--- src/rtl/voice_mix_sched.sv ---
// Time-multiplexed 16-voice mixer: one shared accumulator walks the voice store
// once per sample tick and emits a single Q6.18 mixed sample with a valid pulse.
module voice_mix_sched #(
    parameter int NUM_BITS_IN  = 18,
    parameter int NUM_BITS_OUT = 24,
    parameter int RD_LAT       = 1
) (
    input  logic                    clk,
    input  logic                    rst,
    input  logic                    sample_tick,
    input  logic [15:0]             voice_en,
    output logic                    voice_rd,
    output logic [3:0]              voice_addr,
    input  logic [NUM_BITS_IN-1:0]  voice_data,
    output logic [NUM_BITS_OUT-1:0] note_out,
    output logic                    note_valid,
    output logic                    busy,
    output logic                    overrun,
    input  logic                    ovr_clr
);

    localparam int ACC_W = NUM_BITS_OUT - 2;
    localparam logic [3:0] DRAIN_LAST = 4'(RD_LAT - 1);

    typedef enum logic [1:0] {IDLE, RUN, DRAIN, DONE} state_t;

    // Handshake: voice_rd is a fire-and-forget strobe; voice_data is trusted
    // exactly RD_LAT cycles later and only when the read-valid pipe says so.
    state_t              state;
    logic [3:0]          cnt;
    logic [15:0]         en_q;
    logic [RD_LAT-1:0]   rd_pipe;
    logic [ACC_W-1:0]    acc;
    logic [ACC_W-1:0]    acc_next;
    logic [ACC_W-1:0]    data_ext;
    logic                rd_out;

    assign rd_out   = rd_pipe[RD_LAT-1];
    assign data_ext = {{(ACC_W-NUM_BITS_IN){voice_data[NUM_BITS_IN-1]}}, voice_data};
    assign acc_next = rd_out ? acc + data_ext : acc;

    always_ff @(posedge clk) begin
        if (rst) begin
            state      <= IDLE;
            cnt        <= '0;
            en_q       <= '0;
            rd_pipe    <= '0;
            acc        <= '0;
            voice_rd   <= 1'b0;
            voice_addr <= '0;
            note_out   <= '0;
            note_valid <= 1'b0;
            busy       <= 1'b0;
            overrun    <= 1'b0;
        end else begin
            note_valid <= 1'b0;
            rd_pipe[0] <= voice_rd;
            for (int i = 1; i < RD_LAT; i++) begin
                rd_pipe[i] <= rd_pipe[i-1];
            end
            acc <= acc_next;

            // A set in the same cycle as a clear wins.
            if (sample_tick && busy) begin
                overrun <= 1'b1;
            end else if (ovr_clr) begin
                overrun <= 1'b0;
            end

            case (state)
                IDLE: begin
                    if (sample_tick) begin
                        state      <= RUN;
                        busy       <= 1'b1;
                        en_q       <= voice_en;
                        cnt        <= '0;
                        acc        <= '0;
                        voice_addr <= '0;
                        voice_rd   <= voice_en[0];
                    end
                end
                RUN: begin
                    if (cnt == 4'd15) begin
                        state    <= DRAIN;
                        cnt      <= '0;
                        voice_rd <= 1'b0;
                    end else begin
                        cnt        <= cnt + 4'd1;
                        voice_addr <= cnt + 4'd1;
                        voice_rd   <= en_q[cnt + 4'd1];
                    end
                end
                DRAIN: begin
                    // The last slot retires this cycle, so fold it in directly.
                    if (cnt == DRAIN_LAST) begin
                        note_out   <= {acc_next, 2'b00};
                        note_valid <= 1'b1;
                        state      <= DONE;
                    end else begin
                        cnt <= cnt + 4'd1;
                    end
                end
                DONE: begin
                    busy  <= 1'b0;
                    state <= IDLE;
                end
                default: state <= IDLE;
            endcase
        end
    end

endmodule
--- config.mk ---
export PLATFORM = sky130hd
export DESIGN_NAME = voice_mix_sched
export DESIGN_NICKNAME = d
export VERILOG_FILES = /design/src/rtl/voice_mix_sched.sv
export SDC_FILE = /design/constraint.sdc
export NUM_CORES = 1
export LEC_CHECK = 0
export ABC_AREA = 1
export CAP_MARGIN = 40
export CORE_UTILIZATION = 55
export CTS_CLUSTER_DIAMETER = 50
export DETAILED_ROUTE_END_ITERATION = 6
export HOLD_SLACK_MARGIN = 0.03
export PLACE_DENSITY = 0.79
export SKIP_CTS_REPAIR_TIMING = 1
export SYNTH_ARGS = -nofsm -noshare
export SYNTH_HDL_FRONTEND = slang
export SYNTH_SLANG_ARGS = --single-unit
--- constraint.sdc ---
create_clock -name clk -period 2.3 [get_ports clk]
set_input_delay 0.23 -clock clk [delete_from_list [all_inputs] [get_ports clk]]
set_output_delay 0.23 -clock clk [all_outputs]
set_load 0.01 [all_outputs]
==> results.ini <==
[status]
outcome=complete, no violations

[critical_path]
crit_path_cell_trace=clkdlybuf4s50_1 -> ha_1 -> inv_1 -> fa_1 -> inv_1 -> nand3_1 -> nand3_2 -> nand2_1 -> nand2_1 -> nand3_1 -> nand2_1 -> nand2_1 -> nand3_1 -> nand3_1 -> nand2_1 -> inv_1
startpoint_type=input pin
ff2ff_path_depth=15
crit_family=simple AND/OR/NAND/NOR gates
worstSetupStartpoint=voice_data[0]
timing.critical_path.arrival_ns=2.29
required_ns=2.55
crit_path_max_fanout=4
critical_path_depth=16
r2r_setup_slack_ns=0.26
worstReg2RegEnd=note_out[18]$_SDFFE_PP0P_
timing_worst_setup_path_type=input pin to flop
worst_r2r_startpoint=acc[0]$_SDFF_PP0_
cp_endpoint_kind=flop
path_buf_inv=4
slowest_stage=clkdlybuf4s50_1
worst_setup_path_endpoint=note_out[18]$_SDFFE_PP0P_
cp_slowest_stage_delay_ns=0.47
worst_path_most_repeated_cell=nand2_1

[finish]
layout.nets=826
antenna_cells_inserted=0
layout-drive-gt1-share=0.07712
synthToLayoutAreaGrowth_pct=22.44
finalCoreUtilization=0.7100

[yosys]
synth_area_leader_cell=dfxtp_1
yosys_reg_bits=75
synth.area.top_cells=dfxtp_1, nand2_1, inv_1
synth-main-ff-cell=dfxtp_1
synthTopCellsByCount=nand2_1, inv_1, dfxtp_1
netlist.area_leader.share=0.3299
fraction_of_registers_with_async_set_or_reset_after_synthesis=0
synth_edf_count=0
syn-mean-instance-area_um2=6.605
syn-instance-count=689
netlist_area_um2=4551
ys.warnings.count=0
synth_seq_area_share=0.3299
synth.lib_cells_used.distinct=38
yosysMostFrequentCell=nand2_1

[die]
design.die.area_um2=8642
die_h_um=92.96
fp.coreArea_um2=7848
rows=32
floorplan.die.width_um=92.96
start_util=0.5799
design.portCount=70

[cts]
clock-root-buffer=clkbuf_8
numCtsBuffers=9
clock_sink_count=75
cts.clk_slew.worst_paths_ns=0.08
clock_path_buffers=2
htree_num_levels=3
clock_insertion_delay_worst_skew_ns=0.35
cts_tree=yes

[global_route]
grt_antenna_before_repair=0
grt.met1_usage=0.3648
globalRouteMet3Util=0.04023
grt_start_max_net_pins=36
gr-usage-all-layers=0.2829
grt_pass1_wl_um=19180
grt.met2_usage=0.4577
globalRoute.busiestLayer=met2
gr-total-overflow=0
first_global_vias=4239

[timing]
final.setup_skew_ns=0.01199
min_period_over_period=0.8898
period_minus_slack_ns=2.047
grt_setup_unrepaired=no
fmax_mhz=488.6
timing.final.setup_violations=0
relSlewSlack=0.6177
final_hold_viol_count=0
timing_worst_slew_pin_value_ns=0.5675
timing_max_transition_violations_final=0
setup_tns_ns=0
worst_hold_slack_ns=0.4553

[drt]
drtIter0Drc=284
wirelength_um=11530
drt_first_pass_iters=5
routed_wire_length_per_instance_um=13.29
ant_nets=0
routed_via_density=5.246
drc_errors=0
vias=4548

[pwr]
power.share.combinational=0.444
vdd.ir_drop.worst_mv=0.5943
cellInternalPower_w=0.003005
netSwitchingPower_w=0.001957
pwr-share-seq=0.352
p_leak_nw=2.754
report.power.total_w=0.004962
share_of_power_burned_in_the_clock_network=0.205
pwr_density_cell_nw_per_um2=890.6
switching_share=0.3944

[min_path]
worstHoldPathType=flop to flop
worst_hold_path.num_cells=2

[flow_run]
max-cap-violations=0

[placed_design]
place.port_buffers=67
detailed_place_hpwl_um=8784
gp_congestion=0.9233

[tightest hold or removal path, cell delays in order (launching register included)]
cell,delay (ns)
dfxtp_1,0.30
inv_1,0.06
a21oi_1,0.05
[through the flow]
step | cell area, µm² | worst slack (ns) | std cells
6_report | 5572 | 0.2534 | 867
3_5_place_dp | 5379 | -0.06983 | 851
4_1_cts | 5572 | 0.2836 | 867
5_1_grt | 5572 | 0.07864 | 867
2_1_floorplan | 4554 | 0.5072 | 690
3_3_place_gp | 5379 | 0.01794 | 851
[cell families (layout without fill, tap and decap cells)]
logic type | Yosys count | after routing | share of synthesized area
fa+ha+maj | 28 | 28 | 0.07864
mux | 1 | 1 | 0.002200
compound gates | 119 | 119 | 0.1482
buf+inv | 134 | 209 | 0.1152
simple gates | 321 | 321 | 0.3057
other cells | 1 | 2 | 0.0008241
flops | 75 | 75 | 0.3299
xor+xnor | 10 | 10 | 0.01925
[power by group through the flow]
stage	logic (W)	registers, W	clock network, W
6_report	0.00220	0.00175	0.00102
5_1_grt	0.00244	0.00178	0.00109
4_1_cts	0.00219	0.00175	0.00103
3_5_place_dp	0.00217	0.00177	0
3_3_place_gp	0.00211	0.00176	0
2_1_floorplan	0.00132	0.00181	0
[per-layer routing]
layer	share of wire	up-vias
met5	0	-
met4	0.037	0
met1	0.45	2029
met2	0.45	159
li1	-	2330
met3	0.057	30
[sequential cells by signal, summed over array words and instances, names as in the netlist]
register and cells:
voice_rd 1, voice_addr 4, state 2, acc 22
cnt 4, note_out 22, rd_out 1, busy 1
en_q 16, note_valid 1, overrun 1
[how the worst min path moves through the flow]
stage	slack, ns	endpoint	startpoint
final	0.46	en_q[6]$_SDFFE_PP0P_	en_q[6]$_SDFFE_PP0P_
after floorplan	0.31	state[0]$_SDFFE_PP0P_	rst
after CTS	0.46	en_q[6]$_SDFFE_PP0P_	en_q[6]$_SDFFE_PP0P_
after global placement	0.44	en_q[2]$_SDFFE_PP0P_	en_q[2]$_SDFFE_PP0P_
after global routing	0.48	en_q[12]$_SDFFE_PP0P_	en_q[12]$_SDFFE_PP0P_
after detailed placement	0.45	en_q[6]$_SDFFE_PP0P_	en_q[6]$_SDFFE_PP0P_
[final cells by class]
cell class | instances | area, µm²
clock buffers | 10 | 127.6
clock inverters | 6 | 65.06
fillers | 695 | 2276
inverters | 112 | 420.4
multi-input cells | 481 | 2529
flip-flops and latches | 75 | 1501
well taps | 102 | 127.6
repair buffers | 81 | 800.8
[cell usage in the layout (no fill, tap or decap), types with 3 or more instances in the layout]
cell type        count
a21oi_1             50
o21a_1              12
clkbuf_8             9
nand3_2              8
dfxtp_1             75
nand3_1             47
xor2_1               7
o211ai_1             7
clkdlybuf4s50_1     67
nand4_1              5
nand2_1            190
nor2_1              52
nand3b_1             3
xnor2_1              3
ha_1                27
o21ai_1              3
nand2_2              4
inv_2                7
o21bai_1             3
buf_4               12
a21oi_2              3
o21ai_0             37
inv_1              103
nor2_2               6
Power figures use the tool's default switching activity.
==> RTL change (config.mk and constraints unchanged) <==
Encoding of `state_t`: now Gray code (2 bits for 4 states).
--- a/src/rtl/voice_mix_sched.sv
+++ b/src/rtl/voice_mix_sched.sv
@@ -22,7 +22,7 @@
     localparam int ACC_W = NUM_BITS_OUT - 2;
     localparam logic [3:0] DRAIN_LAST = 4'(RD_LAT - 1);
 
-    typedef enum logic [1:0] {IDLE, RUN, DRAIN, DONE} state_t;
+    typedef enum logic [1:0] {IDLE = 2'b00, RUN = 2'b01, DRAIN = 2'b11, DONE = 2'b10} state_t;
 
     // Handshake: voice_rd is a fire-and-forget strobe; voice_data is trusted
     // exactly RD_LAT cycles later and only when the read-valid pipe says so.
Function: no difference found for any inputs over 10 cycles, from zero or initial values and one cycle with rst high; not proved beyond that.
==> RTL change against the unedited design <==
Register-to-register slack improved by 0.04 ns. Routed wire length rose by 0.22%. Utilization fell by 1.4 points. Synthesized area fell by 1.7%. Critical endpoint is now note_out[16]$_SDFFE_PP0P_. Critical path depth did not move. Setup slack improved by 0.041 ns. Sequential cell count did not move. Final area fell by 2.4%. Global-route usage rose by 0.14 points.
Power is not compared: it rests on default switching activity, and its combinational part moved more than twofold at a synthesized area within 25%.
==> RTL change: results (changes against the unedited design) <==
metric,value,unit,change
met2 Use GR,48.6,%,was 45.8%
status,finished clean,,unchanged
via count,4454,,was 4548
multiplexer share of the synthesized area,0.224,%,was 0.220%
Total Routing Usage GR,28.4,%,was 28.3%
WL met2,5450,µm,was 5210 µm
metal3 WL,777,µm,was 660 µm
"worst slack, placed",-0.0150,ns,was -0.0698 ns
M3 GR Usage,6.22,%,was 4.02%
sequential fraction of the synthesis area,33.6,%,was 33.0%
GPL Wtd Cong,0.973,,was 0.923
Mean Syn Cell Area,6.58,µm²,was 6.60 µm²
Synth cell types,39,,was 38
Post-DP Area,0.00525,mm²,was 0.00538 mm²
wire per inst,13.5,µm,was 13.3 µm
Placed Cells,840,,was 851
R2R Path Start,acc[0]$_SDFF_PP0_,,unchanged
xor and xnor fraction of the mapped netlist area,1.76,%,was 1.92%
DP Wirelength,8840,µm,was 8780 µm
Hold Crit Depth,2,,unchanged
DR iter-0 viols,267,,was 284
Slew Limit Headroom,49.2,%,was 61.8%
clk_lat worst skew,0.34,ns,
WL final,11600,µm,was 11500 µm
antenna violations before repair,0,,unchanged
global-route wire length before repair,19100,µm,was 19200 µm
synth cell count leaders,"198 x nand2_1, 106 x inv_1, 75 x dfxtp_1",,"was 190 x nand2_1, 103 x inv_1, 75 x dfxtp_1"
post-synthesis compound-gate area fraction,14.6,%,was 14.8%
Synth Flop Type,dfxtp_1,,unchanged
clock skew,0.0130,ns,was 0.0120 ns
synth top area cells,"dfxtp_1 34%, nand2_1 17%, inv_1 8.9%",,"was dfxtp_1 33%, nand2_1 16%, inv_1 8.5%"
vias in the first global route,4174,,was 4239
Post-Synth Adder-Cell Area,6.88,%,was 7.86%
root buf cell,clkbuf_8,,unchanged
PortBufs,67,,unchanged
Worst Hold End,en_q[12]$_SDFFE_PP0P_,,was en_q[6]$_SDFFE_PP0P_
GRT met1 Usage,37.0,%,was 36.5%
r2r setup slk,0.30,ns,was 0.26 ns
layout net count,811,,was 826
share of layout cells above drive strength 1,6.37,%,was 7.71%
Met1 Routed Length,5230,µm,about the same
largest net degree at the start of global routing,44,,was 36
synth warn,0,,unchanged
termination of the worst setup path,note_out[16]$_SDFFE_PP0P_,,was note_out[18]$_SDFFE_PP0P_
GR peak layer,met2,,unchanged
slowest CP cell,clkdlybuf4s50_1,,unchanged
Hold WS,0.462,ns,was 0.455 ns
post-synth top area share,33.6,%,was 33.0%
setup ws final,0.294,ns,was 0.253 ns
Hold Path Origin,en_q[12]$_SDFFE_PP0P_,,was en_q[6]$_SDFFE_PP0P_
VDD IR max,497,µV,
RTL change: changes by cell type after synthesis, moves of 5 or more:
cell / change
nand2_1: +8
clkbuf_1: -5
o21ai_0: -5
inv_2: -6
RTL change: layout make-up:
type	count	area (µm²)
fill	702	2370
tap	102	128
inverter	108	405
multi-input combinational	475	2430
clock inverter	6	65.1
timing repair buffer	80	781
sequential	75	1500
clock buffer	9	124
RTL change: worst reg2reg max path, stage by stage (launching register included):
cell     delay (ns)
dfxtp_1        0.34
ha_1           0.17
inv_1          0.05
fa_1           0.39
inv_1          0.09
nand3_1        0.08
nand3_2        0.12
nand2_1        0.06
nand2_1        0.09
nand3_1        0.10
nand2_1        0.07
nand2_1        0.05
nand3_1        0.10
nand3_1        0.08
nand2_1        0.07
inv_1          0.03
RTL change: power by group:
part / internal [µW] / total [µW] / switching (µW)
registers: 1370 / 1410 / 43.6
logic: 273 / 653 / 381
clock network: 497 / 994 / 497
total: 2140 / 3060 / 921
